File: config.mk
export PLATFORM = sky130hd
export DESIGN_NAME = seq_divider_flat
export DESIGN_NICKNAME = d
export VERILOG_FILES = /design/src/rtl/seq_div_pkg.sv /design/src/rtl/seq_divider_if.sv /design/src/rtl/seq_div_controller.sv /design/src/rtl/seq_divider.sv /design/src/flat_wrapper.sv
export SDC_FILE = /design/constraint.sdc
export NUM_CORES = 1
export LEC_CHECK = 0
export ABC_AREA = 1
export CORE_MARGIN = 8
export CORE_UTILIZATION = 40
export DETAILED_ROUTE_END_ITERATION = 16
export PLACE_DENSITY = 0.76
export REMOVE_ABC_BUFFERS = 1
export SYNTH_ARGS = -nofsm -noshare
export SYNTH_HDL_FRONTEND = slang
export SYNTH_SLANG_ARGS = --single-unit
File: constraint.sdc
create_clock -name clk -period 1.7 [get_ports clk]
set_input_delay 0.17 -clock clk [delete_from_list [all_inputs] [get_ports clk]]
set_output_delay 0.17 -clock clk [all_outputs]
set_load 0.05 [all_outputs]
File: src/rtl/seq_div_pkg.sv
// ============================================================================
// Module      : seq_div_pkg
// Description : Shared constants, FSM state type and two's-complement helpers
//               for the sequential restoring divider.
// Revision    : 1.0 - initial release
// ============================================================================
`default_nettype none

package seq_div_pkg;

    // Operand / result width
    localparam int WIDTH = 16;

    // Iteration counter width: enough to hold WIDTH-1
    localparam int CNT_W = 4;

    // Counter value loaded on an accepted start (one quotient bit per count)
    localparam logic [CNT_W-1:0] CNT_LOAD = CNT_W'(WIDTH - 1);

    // Controller states; FIXUP is only reachable in the signed build
    typedef enum logic [1:0] {
        IDLE  = 2'd0,
        ITER  = 2'd1,
        FIXUP = 2'd2,
        DONE  = 2'd3
    } state_t;

    // Two's-complement negation, modulo 2^WIDTH
    function automatic logic [WIDTH-1:0] twos_neg(input logic [WIDTH-1:0] v);
        return ~v + WIDTH'(1);
    endfunction

    // Absolute value of a two's-complement operand; 16'h8000 maps to itself,
    // which is the correct unsigned magnitude
    function automatic logic [WIDTH-1:0] magnitude(input logic [WIDTH-1:0] v);
        return v[WIDTH-1] ? twos_neg(v) : v;
    endfunction

endpackage

`default_nettype wire

File: src/rtl/seq_divider_if.sv
// ============================================================================
// Module      : seq_divider_if
// Description : Request/result bundle of the sequential divider. The master
//               issues start and operands; the slave (divider) returns
//               status, results and controller strobes.
// Revision    : 1.0 - initial release
// ============================================================================
`default_nettype none

interface seq_divider_if;
    import seq_div_pkg::*;

    logic             start;
    logic [WIDTH-1:0] dividend;
    logic [WIDTH-1:0] divisor;
    logic             busy;
    logic             done;
    logic             div_by_zero;
    logic [WIDTH-1:0] quotient;
    logic [WIDTH-1:0] remainder;
    logic             sub_signal;
    logic             shift_signal;

    modport master (
        output start, dividend, divisor,
        input  busy, done, div_by_zero, quotient, remainder,
               sub_signal, shift_signal
    );

    modport slave (
        input  start, dividend, divisor,
        output busy, done, div_by_zero, quotient, remainder,
               sub_signal, shift_signal
    );

endinterface

`default_nettype wire

File: src/rtl/seq_div_controller.sv
// ============================================================================
// Module      : seq_div_controller
// Description : FSM and iteration counter of the sequential divider. Produces
//               datapath enables, busy/done and the sub/shift strobes.
//               Build option SEQ_DIV_SIGNED_EN adds the FIXUP state.
// Revision    : 1.0 - initial release
// ============================================================================
`default_nettype none

module seq_div_controller
    import seq_div_pkg::*;
(
    input  logic clk,
    input  logic reset,
    input  logic start,
    input  logic divisor_zero,
    input  logic trial_ok,
    output logic load,
    output logic iter_en,
`ifdef SEQ_DIV_SIGNED_EN
    output logic fixup_en,
`else
    output logic last_iter,
`endif
    output logic busy,
    output logic done,
    output logic sub_signal,
    output logic shift_signal
);

    state_t           state;
    state_t           state_next;
    logic [CNT_W-1:0] count;
    logic             count_zero;

    assign count_zero = (count == '0);

    // State register; reset abandons any division in flight
    always_ff @(posedge clk or negedge reset) begin
        if (!reset) begin
            state <= IDLE;
        end else begin
            state <= state_next;
        end
    end

    // Iteration counter: loaded on accept, counts down once per ITER cycle
    always_ff @(posedge clk or negedge reset) begin
        if (!reset) begin
            count <= '0;
        end else if (load) begin
            count <= CNT_LOAD;
        end else if (state == ITER && !count_zero) begin
            count <= count - 1'b1;
        end
    end

    // Next-state logic; a zero divisor bypasses the iterations entirely
    always_comb begin
        state_next = state;
        case (state)
            IDLE: begin
                if (start) begin
                    state_next = divisor_zero ? DONE : ITER;
                end
            end
            ITER: begin
                if (count_zero) begin
`ifdef SEQ_DIV_SIGNED_EN
                    state_next = FIXUP;
`else
                    state_next = DONE;
`endif
                end
            end
            FIXUP:   state_next = DONE;
            DONE:    state_next = IDLE;
            default: state_next = IDLE;
        endcase
    end

    // Moore-style decodes plus the sub strobe qualified by the trial result
    always_comb begin
        load         = (state == IDLE) && start;
        iter_en      = (state == ITER);
`ifdef SEQ_DIV_SIGNED_EN
        fixup_en     = (state == FIXUP);
        busy         = (state == ITER) || (state == FIXUP);
`else
        last_iter    = (state == ITER) && count_zero;
        busy         = (state == ITER);
`endif
        done         = (state == DONE);
        shift_signal = (state == ITER);
        sub_signal   = (state == ITER) && trial_ok;
    end

endmodule

`default_nettype wire

File: src/rtl/seq_divider.sv
// ============================================================================
// Module      : seq_divider
// Description : 16-bit restoring shift-subtract divider, one quotient bit per
//               clock, MSB first. Holds operand/partial-remainder registers
//               and result registers; sequencing lives in seq_div_controller.
//               Build option SEQ_DIV_SIGNED_EN: two's-complement operands,
//               magnitude division followed by a sign FIXUP cycle.
// Revision    : 1.0 - initial release
// ============================================================================
`default_nettype none

module seq_divider
    import seq_div_pkg::*;
(
    input  logic         clk,
    input  logic         reset,
    seq_divider_if.slave bus
);

    logic             load;
    logic             iter_en;
`ifdef SEQ_DIV_SIGNED_EN
    logic             fixup_en;
    logic             neg_quo;
    logic             neg_rem;
`else
    logic             last_iter;
`endif
    logic             divisor_zero;
    logic             trial_ok;

    logic [WIDTH:0]   part_rem;    // 17-bit partial remainder
    logic [WIDTH:0]   rem_next;
    logic [WIDTH-1:0] dq;          // dividend shifting out, quotient shifting in
    logic [WIDTH-1:0] dvs;
    logic [WIDTH-1:0] quo_next;
    logic [WIDTH+1:0] trial_diff;
    logic [WIDTH-1:0] quo_reg;
    logic [WIDTH-1:0] rem_reg;
    logic             dz_reg;

    assign divisor_zero = (bus.divisor == '0);

    seq_div_controller u_ctrl (
        .clk          (clk),
        .reset        (reset),
        .start        (bus.start),
        .divisor_zero (divisor_zero),
        .trial_ok     (trial_ok),
        .load         (load),
        .iter_en      (iter_en),
`ifdef SEQ_DIV_SIGNED_EN
        .fixup_en     (fixup_en),
`else
        .last_iter    (last_iter),
`endif
        .busy         (bus.busy),
        .done         (bus.done),
        .sub_signal   (bus.sub_signal),
        .shift_signal (bus.shift_signal)
    );

    // Shift {part_rem, dq} left one place and trial-subtract the divisor;
    // the extra top bit of the difference acts as the borrow
    assign trial_diff = {part_rem, dq[WIDTH-1]} - {2'b00, dvs};
    assign trial_ok   = ~trial_diff[WIDTH+1];
    assign rem_next   = trial_ok ? trial_diff[WIDTH:0]
                                 : {part_rem[WIDTH-1:0], dq[WIDTH-1]};
    assign quo_next   = {dq[WIDTH-2:0], trial_ok};

    // Operand capture on accept, then one restoring step per ITER cycle
    always_ff @(posedge clk or negedge reset) begin
        if (!reset) begin
            part_rem <= '0;
            dq       <= '0;
            dvs      <= '0;
        end else if (load) begin
            part_rem <= '0;
`ifdef SEQ_DIV_SIGNED_EN
            dq       <= magnitude(bus.dividend);
            dvs      <= magnitude(bus.divisor);
`else
            dq       <= bus.dividend;
            dvs      <= bus.divisor;
`endif
        end else if (iter_en) begin
            part_rem <= rem_next;
            dq       <= quo_next;
        end
    end

`ifdef SEQ_DIV_SIGNED_EN
    // Result signs: quotient negative when operand signs differ, remainder
    // follows the dividend (truncation toward zero)
    always_ff @(posedge clk or negedge reset) begin
        if (!reset) begin
            neg_quo <= 1'b0;
            neg_rem <= 1'b0;
        end else if (load) begin
            neg_quo <= bus.dividend[WIDTH-1] ^ bus.divisor[WIDTH-1];
            neg_rem <= bus.dividend[WIDTH-1];
        end
    end
`endif

    // Result registers: divide-by-zero result set at accept, normal result
    // written when the last bit (or the sign fixup) completes
    always_ff @(posedge clk or negedge reset) begin
        if (!reset) begin
            quo_reg <= '0;
            rem_reg <= '0;
            dz_reg  <= 1'b0;
        end else if (load) begin
            dz_reg <= divisor_zero;
            if (divisor_zero) begin
                quo_reg <= '1;
                rem_reg <= bus.dividend;
            end
`ifdef SEQ_DIV_SIGNED_EN
        end else if (fixup_en) begin
            quo_reg <= neg_quo ? twos_neg(dq) : dq;
            rem_reg <= neg_rem ? twos_neg(part_rem[WIDTH-1:0])
                               : part_rem[WIDTH-1:0];
`else
        end else if (last_iter) begin
            quo_reg <= quo_next;
            rem_reg <= rem_next[WIDTH-1:0];
`endif
        end
    end

    assign bus.quotient    = quo_reg;
    assign bus.remainder   = rem_reg;
    assign bus.div_by_zero = dz_reg;

endmodule

`default_nettype wire

File: src/flat_wrapper.sv
// flat-port wrapper written by rule: the top's interface ports become plain ports
module seq_divider_flat import seq_div_pkg::*;
  (clk, reset, bus_start, bus_dividend, bus_divisor, bus_busy, bus_done, bus_div_by_zero, bus_quotient, bus_remainder, bus_sub_signal, bus_shift_signal);
  seq_divider_if bus_i ();
  input  logic clk;
  input  logic reset;
  input wire logic [$bits(bus_i.start)-1:0] bus_start;
  input wire logic [$bits(bus_i.dividend)-1:0] bus_dividend;
  input wire logic [$bits(bus_i.divisor)-1:0] bus_divisor;
  output wire logic [$bits(bus_i.busy)-1:0] bus_busy;
  output wire logic [$bits(bus_i.done)-1:0] bus_done;
  output wire logic [$bits(bus_i.div_by_zero)-1:0] bus_div_by_zero;
  output wire logic [$bits(bus_i.quotient)-1:0] bus_quotient;
  output wire logic [$bits(bus_i.remainder)-1:0] bus_remainder;
  output wire logic [$bits(bus_i.sub_signal)-1:0] bus_sub_signal;
  output wire logic [$bits(bus_i.shift_signal)-1:0] bus_shift_signal;
  assign bus_i.start = bus_start;
  assign bus_i.dividend = bus_dividend;
  assign bus_i.divisor = bus_divisor;
  assign bus_busy = bus_i.busy;
  assign bus_done = bus_i.done;
  assign bus_div_by_zero = bus_i.div_by_zero;
  assign bus_quotient = bus_i.quotient;
  assign bus_remainder = bus_i.remainder;
  assign bus_sub_signal = bus_i.sub_signal;
  assign bus_shift_signal = bus_i.shift_signal;
  seq_divider u_core (.clk(clk), .reset(reset), .bus(bus_i));
endmodule
==> impl_metrics.env <==
export IMPL_met2_usage=0.314
export IMPL_drt_iter0_markers=368
export IMPL_grtUsageMet3=0.0567
export IMPL_multiInputGateArea_mm2=0.00288
export IMPL_port_buffers=71
export IMPL_slew_violations=0
export IMPL_crit_family="simple AND/OR/NAND/NOR gates"
export IMPL_fin_ws_ns=-0.528
export IMPL_postSynthCellCount=681
export IMPL_layout_common_cells="nand2_1 (138), buf_4 (135), inv_1 (110)"
export IMPL_clk_pin_slew_ns=0.07
export IMPL_clk_latency_ns=0.35
export IMPL_cp_depth=11
export IMPL_grt_pass1_vias=5140
export IMPL_grt_overflow=0
export IMPL_ctsRootBufferMaster="clkbuf_16"
export IMPL_slowest_delay_ns=0.42
export IMPL_cp_num_buf_inv=2
export IMPL_timing_final_crit_share=1.31
export IMPL_cp_end_kind="primary output"
export IMPL_cts_tree="done"
export IMPL_crit_chain="ha_4, nand2_4, inv_2, nand2_2, nand3_2, a21oi_4, nand2_4, nand2_4, nand2_4, nor2_4, buf_12"
export IMPL_coreArea_mm2=0.0126
export IMPL_cp_max_fo=3
export IMPL_final_nets=917
export IMPL_drive_gt1_frac=0.338
export IMPL_totalWireLength_um=15900
export IMPL_cp_common_cell="nand2_4"
export IMPL_critical_path_slowest_cell="dfrtp_1"
export IMPL_syn_to_final_growth_pct=49.6
export IMPL_critPathLaunchType="flop"
export IMPL_r2r_cells=12
export IMPL_outcome="finished with violations"
export IMPL_antenna_found_initial=0
export IMPL_worst_slew_pin_transition_ns=0.505
export IMPL_crit_arrival_ns=2.06
export IMPL_dp_hpwl_um=11100
export IMPL_synth_cell_type_count=34
export IMPL_cts_made_buffers=9
export IMPL_grt_max_degree=35
export IMPL_fin_skew_ns=0.00888
export IMPL_hold_path_class="input pin to async pin"
export IMPL_initial_utilization=0.410
export IMPL_setup_viol_count_final=36
export IMPL_hold_viol_final=0
export IMPL_dr_total_vias=5160
export IMPL_slew_headroom=0.663
export IMPL_num_fill_cells=1060
export IMPL_fp_dieH_um=130
export IMPL_fin_hold_ws_ns=0.296
export IMPL_critPathKind="flop to primary output"
export IMPL_post_route_drc_count=0
export IMPL_cap_violations=0
export IMPL_synth_seq_area_share=0.425
export IMPL_fp_dieArea_mm2=0.0168
export IMPL_drt_vias_per_instance=4.98
export IMPL_rows=41
export IMPL_ant_nets=0
export IMPL_final_common_cell="nand2_1"
export IMPL_cts_buffer_depth=2
export IMPL_fin_crit_ns=2.23
export IMPL_io_pins=72
export IMPL_cts_htree_levels=3
export IMPL_place_gp_congestion=0.911
export IMPL_grt_busiest_layer="met2"
export IMPL_yosysWarnings=0
export IMPL_max_freq_mhz=449
export IMPL_firstDrtPassIters=5
export IMPL_die_w_um=130
export IMPL_violations="negative setup slack"
export IMPL_n_antenna_cell=0
export IMPL_regArea_mm2=0.00220
export IMPL_synth_seq_cells=88
export IMPL_met1_usage=0.230
export IMPL_syn_area_mm2=0.00518
export IMPL_required_ns=1.53
export IMPL_rsz0062_at_grt="true"
export IMPL_grt_pass1_wl_um=24900
export IMPL_drt_wirelength_per_cell_um=15.3
export IMPL_clock_sinks=88
export IMPL_grt_total_usage=0.187
export IMPL_syn_avg_cell_area_um2=7.61
routing by layer:
| metal | up-vias | wire length [um] | part of all wire |
|---|---|---|---|
| met3 | 25 | 1120 | 0.071 |
| met1 | 2434 | 6650 | 0.42 |
| met5 | - | 0 | 0 |
| li1 | 2532 | - | - |
| met4 | 0 | 209 | 0.013 |
| met2 | 169 | 7910 | 0.50 |
cells in the mapped netlist, drive strengths merged:
cell | instances | area (um2)
fa | 1 | 20.0
ha | 21 | 263
nor3 | 3 | 26.3
nor2 | 53 | 204
o21bai | 1 | 7.51
o221ai | 16 | 140
o22ai | 1 | 6.26
dfrtp | 88 | 2200
xnor2 | 3 | 26.3
a21oi | 58 | 305
inv | 129 | 484
nand3 | 57 | 395
o21ai | 39 | 195
and2 | 4 | 27.5
a31oi | 2 | 12.5
o211ai | 1 | 7.51
clkbuf | 14 | 52.6
nand4 | 7 | 43.8
nand2 | 171 | 669
xor2 | 4 | 35.0
buf | 8 | 56.3
state kept, by name, summed over array words and instances, names as in the netlist:
register,cells
u_core.part_rem,17
u_core.bus.quotient,16
u_core.bus.remainder,16
u_core.dq,16
u_core.dvs,16
u_core.u_ctrl.count,4
u_core.u_ctrl.state,2
u_core.bus.div_by_zero,1
final cells by class:
cell class,count,share of cell area
sequential,88,0.284
clock inverter,5,0.00517
inverter,129,0.0625
timing repair buffer,189,0.217
clock buffer,11,0.0313
multi-input combinational,443,0.372
tap,172,0.0278
final timing paths:
path / from / to / slack, ns
max: u_core.part_rem[11]$_DFFE_PN0P_ / bus_sub_signal / -0.53
min in group clk: bus_divisor[3] / u_core.dvs[3]$_DFFE_PN0P_ / 0.43
min reg2reg: u_core.dvs[9]$_DFFE_PN0P_ / u_core.dvs[9]$_DFFE_PN0P_ / 0.49
min: reset / u_core.bus.remainder[6]$_DFFE_PN0P_ / 0.30
max in group asynchronous: reset / u_core.dvs[15]$_DFFE_PN0P_ / 0.79
max reg2reg: u_core.part_rem[5]$_DFFE_PN0P_ / u_core.bus.remainder[1]$_DFFE_PN0P_ / -0.44
stage by stage:
step / worst slack [ns] / std cells / cell area (um2) / TNS (ns) / util
floorplan: -2.33 / 659 / 5070 / -124.60 / -
global placement: -0.413 / 1001 / 6810 / -15.15 / 0.540
detailed placement: -0.459 / 1001 / 6810 / -16.77 / 0.540
CTS: -0.562 / 1028 / 7410 / -13.73 / 0.587
global route: -0.594 / 1037 / 7750 / -17.66 / 0.614
finish: -0.528 / 1037 / 7750 / -14.40 / 0.614
kinds of logic (layout without fill, tap and decap cells):
group	Yosys count	in the layout	share of synthesized area
buf+inv	151	334	0.114
simple gates	295	296	0.264
flops	88	88	0.425
xor+xnor	7	7	0.0118
fa+ha+maj	22	22	0.0546
compound gates	118	118	0.130
timing repair:
| item | 4_1_cts | 5_1_grt |
|---|---|---|
| buffers inserted | 9 | 9 |
| cloned | 1 | 0 |
| hold buffers | 1 | 0 |
| endpoints found under the hold margin | 28 | 0 |
| pin swaps | 12 | 30 |
| setup endpoints to repair | 54 | 82 |
| gates resized for setup | 42 | 77 |
Power is not shown: default switching activity piles up to over one toggle a cycle in this logic, so the estimate is an artifact.
==> RTL edit 1, RTL diff (config.mk and constraints unchanged) <==
Set the package constant `CNT_W` to 5 (it was 4).
--- a/src/rtl/seq_div_pkg.sv
+++ b/src/rtl/seq_div_pkg.sv
@@ -12,7 +12,7 @@
     localparam int WIDTH = 16;
 
     // Iteration counter width: enough to hold WIDTH-1
-    localparam int CNT_W = 4;
+    localparam int CNT_W = 5;
 
     // Counter value loaded on an accepted start (one quotient bit per count)
     localparam logic [CNT_W-1:0] CNT_LOAD = CNT_W'(WIDTH - 1);
Function: same outputs for any inputs over 4 cycles, from zero or initial values and one cycle with reset low; that may be too few to reach the edited logic, so the function may still have changed.
==> RTL edit 1 against the original RTL <==
  * The run still ends with negative setup slack left
  * Sequential cell count rose by 1
  * Critical path depth rose by 2
  * Synthesized area barely moved
  * Setup slack got worse by 0.081 ns
  * Non-clock buffer count rose by 19
  * Count of clock-buffer cells in the layout fell by 1
  * Core utilization rose by 4.3 points
  * Cell area rose by 7.0%
  * Wire length rose by 16%
  * Sequential share of layout area fell by 1.5 points
Power is left out: the tool's default activity adds up to more than one toggle a clock period on the data nets, which glitch-free logic cannot reach.
==> RTL edit 1: results (changes against the original RTL) <==
| Metric | Value |
|---|---|
| Vias | `5,520 (+7.0%)` |
| Number of global-route vias before repair | `5,311 (+3.3%)` |
| NumNets Final | `927 (+1.1%)` |
| Critical Path Sink Type | `flip-flop` |
| Final WS setup | `-0.6092 ns (-0.08093 ns)` |
| Final Non-Filler Cells | `1,046 (+0.87%)` |
| Final WL | `18.45 mm (+16%)` |
| Synth Area in Compound Gates | `13.83% (+0.81 points)` |
| Synth unique cells | `37 (+8.8%)` |
| Reg2reg end | `u_core.bus.remainder[5]` |
| Dpl ws | `-0.4693 ns (-0.01012 ns)` |
| Largest net degree at the start of global routing | `37 (+5.7%)` |
| Gr usage total | `19.06% (+0.37 points)` |
| Setup TNS | `-19.84 ns (-5.438 ns)` |
| DRT iter0 DRCs | `596 (+62%)` |
| Worst Skew | `0.01528 ns (+0.006404 ns)` |
| Outcome | `complete, but fails checks` |
| Cells after synthesis | `668 (-1.9%)` |
| Synth Area in Adders | `5.698% (+0.24 points)` |
| Placed instance count | `1,003 (+0.20%)` |
| Largest stage delay, worst path | `0.44 ns (+0.02 ns)` |
| Seq/Total Area, Yosys | `42.97% (+0.46 points)` |
| Hpwl dp | `11.16 mm (+0.28%)` |
| Ranking of synthesized cells by area | `dfrtp_1 (43%), nand2_1 (11%), inv_1 (8.3%)` |
| Reg-to-reg critical path startpoint | `u_core.part_rem[14]` |
| Failing checks | `negative setup slack` |
| # fillers | `930 (-12%)` |
| Seq. cell area | `2231 um2 (+1.3%)` |
| Post-Synth XOR/XNOR Area | `1.183% (about the same)` |
| Crit path DAT | `2.59 ns (+0.53 ns)` |
| Final setup fails | `48 (+33%)` |
| First-pass GRT wire length | `25.38 mm (+2.0%)` |
| Layout cell share with drive strength beyond 1 | `40.62% (+6.9 points)` |
==> RTL edit 1: cell types whose count changed after synthesis, sizes merged, moves of 2 or more <==
cell,change
a21oi,+5
a31oi,-2
buf,+2
clkbuf,-5
inv,-9
nand2,-9
nor4,+2
o21ai,+3
==> RTL edit 1: timing repair <==
item / in CTS / in global routing
buffers inserted: 14 / 11
pin swaps: 17 / 43
cloned: 0 / 3
gates resized for setup: 57 / 144
hold buffers: 1 / 0
hold endpoints to repair: 22 / 0
setup endpoints to repair: 50 / 61
==> RTL edit 1: area by class of cell <==
class,instances,area share (%)
multi-input combinational,441,39.03
sequential,89,26.90
timing repair buffer,208,22.40
inverter,120,5.492
clock buffer,10,2.761
tap,172,2.595
clock inverter,6,0.8147
==> RTL edit 1: per-layer routing <==
metal  share of wire [%]  up-vias  GRT usage, %
met3                 7.6       76         4.406
met1                  38     2618         23.11
li1                    -     2556             -
met2                  50      270         31.36
met4                 4.7        0         9.358
met5                   0        -             0
==> RTL edit 2, RTL diff (same settings) <==
Without the edit above. Encoding of `state_t`: now one-hot (4 bits for 4 states).
--- a/src/rtl/seq_div_pkg.sv
+++ b/src/rtl/seq_div_pkg.sv
@@ -18,11 +18,11 @@
     localparam logic [CNT_W-1:0] CNT_LOAD = CNT_W'(WIDTH - 1);
 
     // Controller states; FIXUP is only reachable in the signed build
-    typedef enum logic [1:0] {
-        IDLE  = 2'd0,
-        ITER  = 2'd1,
-        FIXUP = 2'd2,
-        DONE  = 2'd3
+    typedef enum logic [3:0] {
+        IDLE  = 4'b0001,
+        ITER  = 4'b0010,
+        FIXUP = 4'b0100,
+        DONE  = 4'b1000
     } state_t;
 
     // Two's-complement negation, modulo 2^WIDTH
Formal check against the unedited RTL: same outputs for any inputs over 10 cycles, from zero or initial values and one cycle with reset low; not proved beyond that.
==> RTL edit 2 against the original RTL <==
  * Clock skew about the same
  * Highest routed layer unchanged
  * Largest cell class unchanged
  * Synthesized area up 0.94%
  * Cell area up 5.5%
  * Setup slack worse by 0.060 ns
  * Sequential cell count up 1
  * The run still ends with negative setup slack left
  * Worst hold slack better by 0.021 ns
  * Wire length up 14%
  * Final cell count up 2.9%
  * Synthesized cell count up 2.3%
==> RTL edit 2: results (changes against the original RTL) <==
| Metric | Value |
|---|---|
| CTS Buffer Depth | `2 (unchanged)` |
| Max reg flops | `17 (unchanged)` |
| Multi-In Gates | `470 (+6.1%)` |
| CTS H-tree depth | `3 (unchanged)` |
| Final Non-Filler Cells | `1,067 (+2.9%)` |
| Plain + repair buffers | `207 (+9.5%)` |
| Cells after synthesis | `697 (+2.3%)` |
| Final WS setup | `-0.5879 ns (-0.05967 ns)` |
| I/O Buffers | `71 (unchanged)` |
| Final setup fails | `39 (+8.3%)` |
| Post-Synth XOR/XNOR Area | `1.005% (-0.18 points)` |
| Leakage | `4.236 nW` |
| Largest register by flop count | `u_core.part_rem` |
| Clock slew seen by the registers of the worst setup and hold paths | `0.07 ns (about the same)` |
| Seq/Total Area, Yosys | `42.62% (+0.11 points)` |
| Synth Area in Compound Gates | `9.955% (-3.1 points)` |
| Footprint of the multi-input gates | `3053 um2 (+5.9%)` |
| P_sw | `7.298 mW` |
| Invs w/o clock | `114 (-12%)` |
| Number of synthesized register bits | `89 (+1.1%)` |
| Synth unique cells | `36 (+5.9%)` |
| Ranking of synthesized cells by area | `dfrtp_1 (42%), nand2_1 (15%), inv_1 (7.5%)` |
| TritonRoute pass-1 iters | `7 (+2)` |
| Worst slew margin | `65.31% (-0.98 points)` |
| NumNets Final | `944 (+2.9%)` |
| CTS resizes | `87 (+110%)` |
| Worst hold path class | `input pin to asynchronous set/reset pin` |
| DRT iter0 DRCs | `427 (+16%)` |
| Synth Flop Type | `dfrtp_1` |
| # fillers | `954 (-10%)` |
| Outcome | `complete, but fails checks` |
| Gr usage total | `19.90% (+1.2 points)` |
| Worst Skew | `0.008716 ns (-0.0001645 ns)` |
| Hpwl dp | `11.13 mm (about the same)` |
| Setup Buffers After CTS | `17 (+8)` |
| Placed instance count | `1,025 (+2.4%)` |
| Fraction of area in registers | `27.24% (-1.2 points)` |
| Crit path DAT | `2.12 ns (+0.06 ns)` |
| First-pass GRT wire length | `26.34 mm (+5.9%)` |
| NonClk Buf Share | `23.82% (+2.1 points)` |
| Synth Warn # | `0 (unchanged)` |
| Dpl ws | `-0.4866 ns (-0.02742 ns)` |
| DR vias/cell | `5.283 (+6.2%)` |
| Clock buffer count | `10 (-1)` |
| Number of global-route vias before repair | `5,509 (+7.2%)` |
| Failing checks | `negative setup slack` |
| Clock Latency Late Sink | `0.35 ns (about the same)` |
| Layout clock area frac | `3.595% (-0.053 points)` |
| Synth Area in Adders | `4.451% (-1.0 points)` |
| Post-DR wirelength/cell | `17.01 um (+11%)` |
| Synth async-reset ratio | `100.0% (unchanged)` |
| Largest stage delay, worst path | `0.44 ns (+0.02 ns)` |
| Post-CTS Hold Buffers | `1 (unchanged)` |
| GPL Wtd Cong | `0.9084 (-0.30%)` |
| Commonest cells in the netlist | `nand2_1 (211), inv_1 (105), dfrtp_1 (88)` |
| Layout cell share with drive strength beyond 1 | `35.42% (+1.7 points)` |
[RTL edit 2: layer usage]
metal  routed length, um  track usage, %
met1                7139           23.44
met2                8899           34.06
met3                1281           3.917
met4                 824           9.723
met5                   0               0
[RTL edit 2: worst paths after layout]
check / startpoint / end / slack (ns) / depth (start not counted)
setup / recovery: u_core.part_rem[11] / bus_sub_signal / -0.59 / 11
hold / removal: reset / u_core.dvs[7] / 0.32 / 2
setup reg to reg: u_core.part_rem[3] / u_core.part_rem[13] / -0.53 / 18
hold reg to reg: u_core.dvs[9] / u_core.dvs[9] / 0.49 / 2
max in group asynchronous: reset / u_core.bus.quotient[13] / 0.73 / 3
min in group clk: bus_divisor[5] / u_core.dvs[5] / 0.41 / 3
[RTL edit 2: worst reg2reg max path, stage by stage (launching register included)]
cell and delay, ns:
dfrtp_1 0.43, ha_4 0.29, nand2_2 0.07, nand2_2 0.06
inv_2 0.06, nand2_2 0.05, nand2_2 0.08, nand3_4 0.10
nand2_4 0.11, nand2_4 0.07, buf_4 0.13, buf_6 0.11
buf_6 0.12, nand2_8 0.08, buf_6 0.11, nand4_1 0.10
nand2_1 0.11, nand2_1 0.06, nand2_1 0.06
[RTL edit 2: kinds of logic (layout without fill, tap and decap cells)]
| group | Yosys count | after routing |
|---|---|---|
| AO/OA/AOI/OAI | 82 | 82 |
| AND/OR/NAND/NOR | 364 | 364 |
| flip-flops | 89 | 89 |
| buffers and inverters | 138 | 336 |
| XOR/XNOR | 6 | 6 |
| adder cells (fa/ha/maj) | 18 | 18 |
[RTL edit 2: per-stage QoR]
stage / setup TNS [ns] / area [um2]
final: -15.51 / 8179
after global routing: -19.26 / 8179
after CTS: -13.35 / 7792
after detailed placement: -16.79 / 6882
after global placement: -13.93 / 6882
after floorplan: -101.69 / 5102
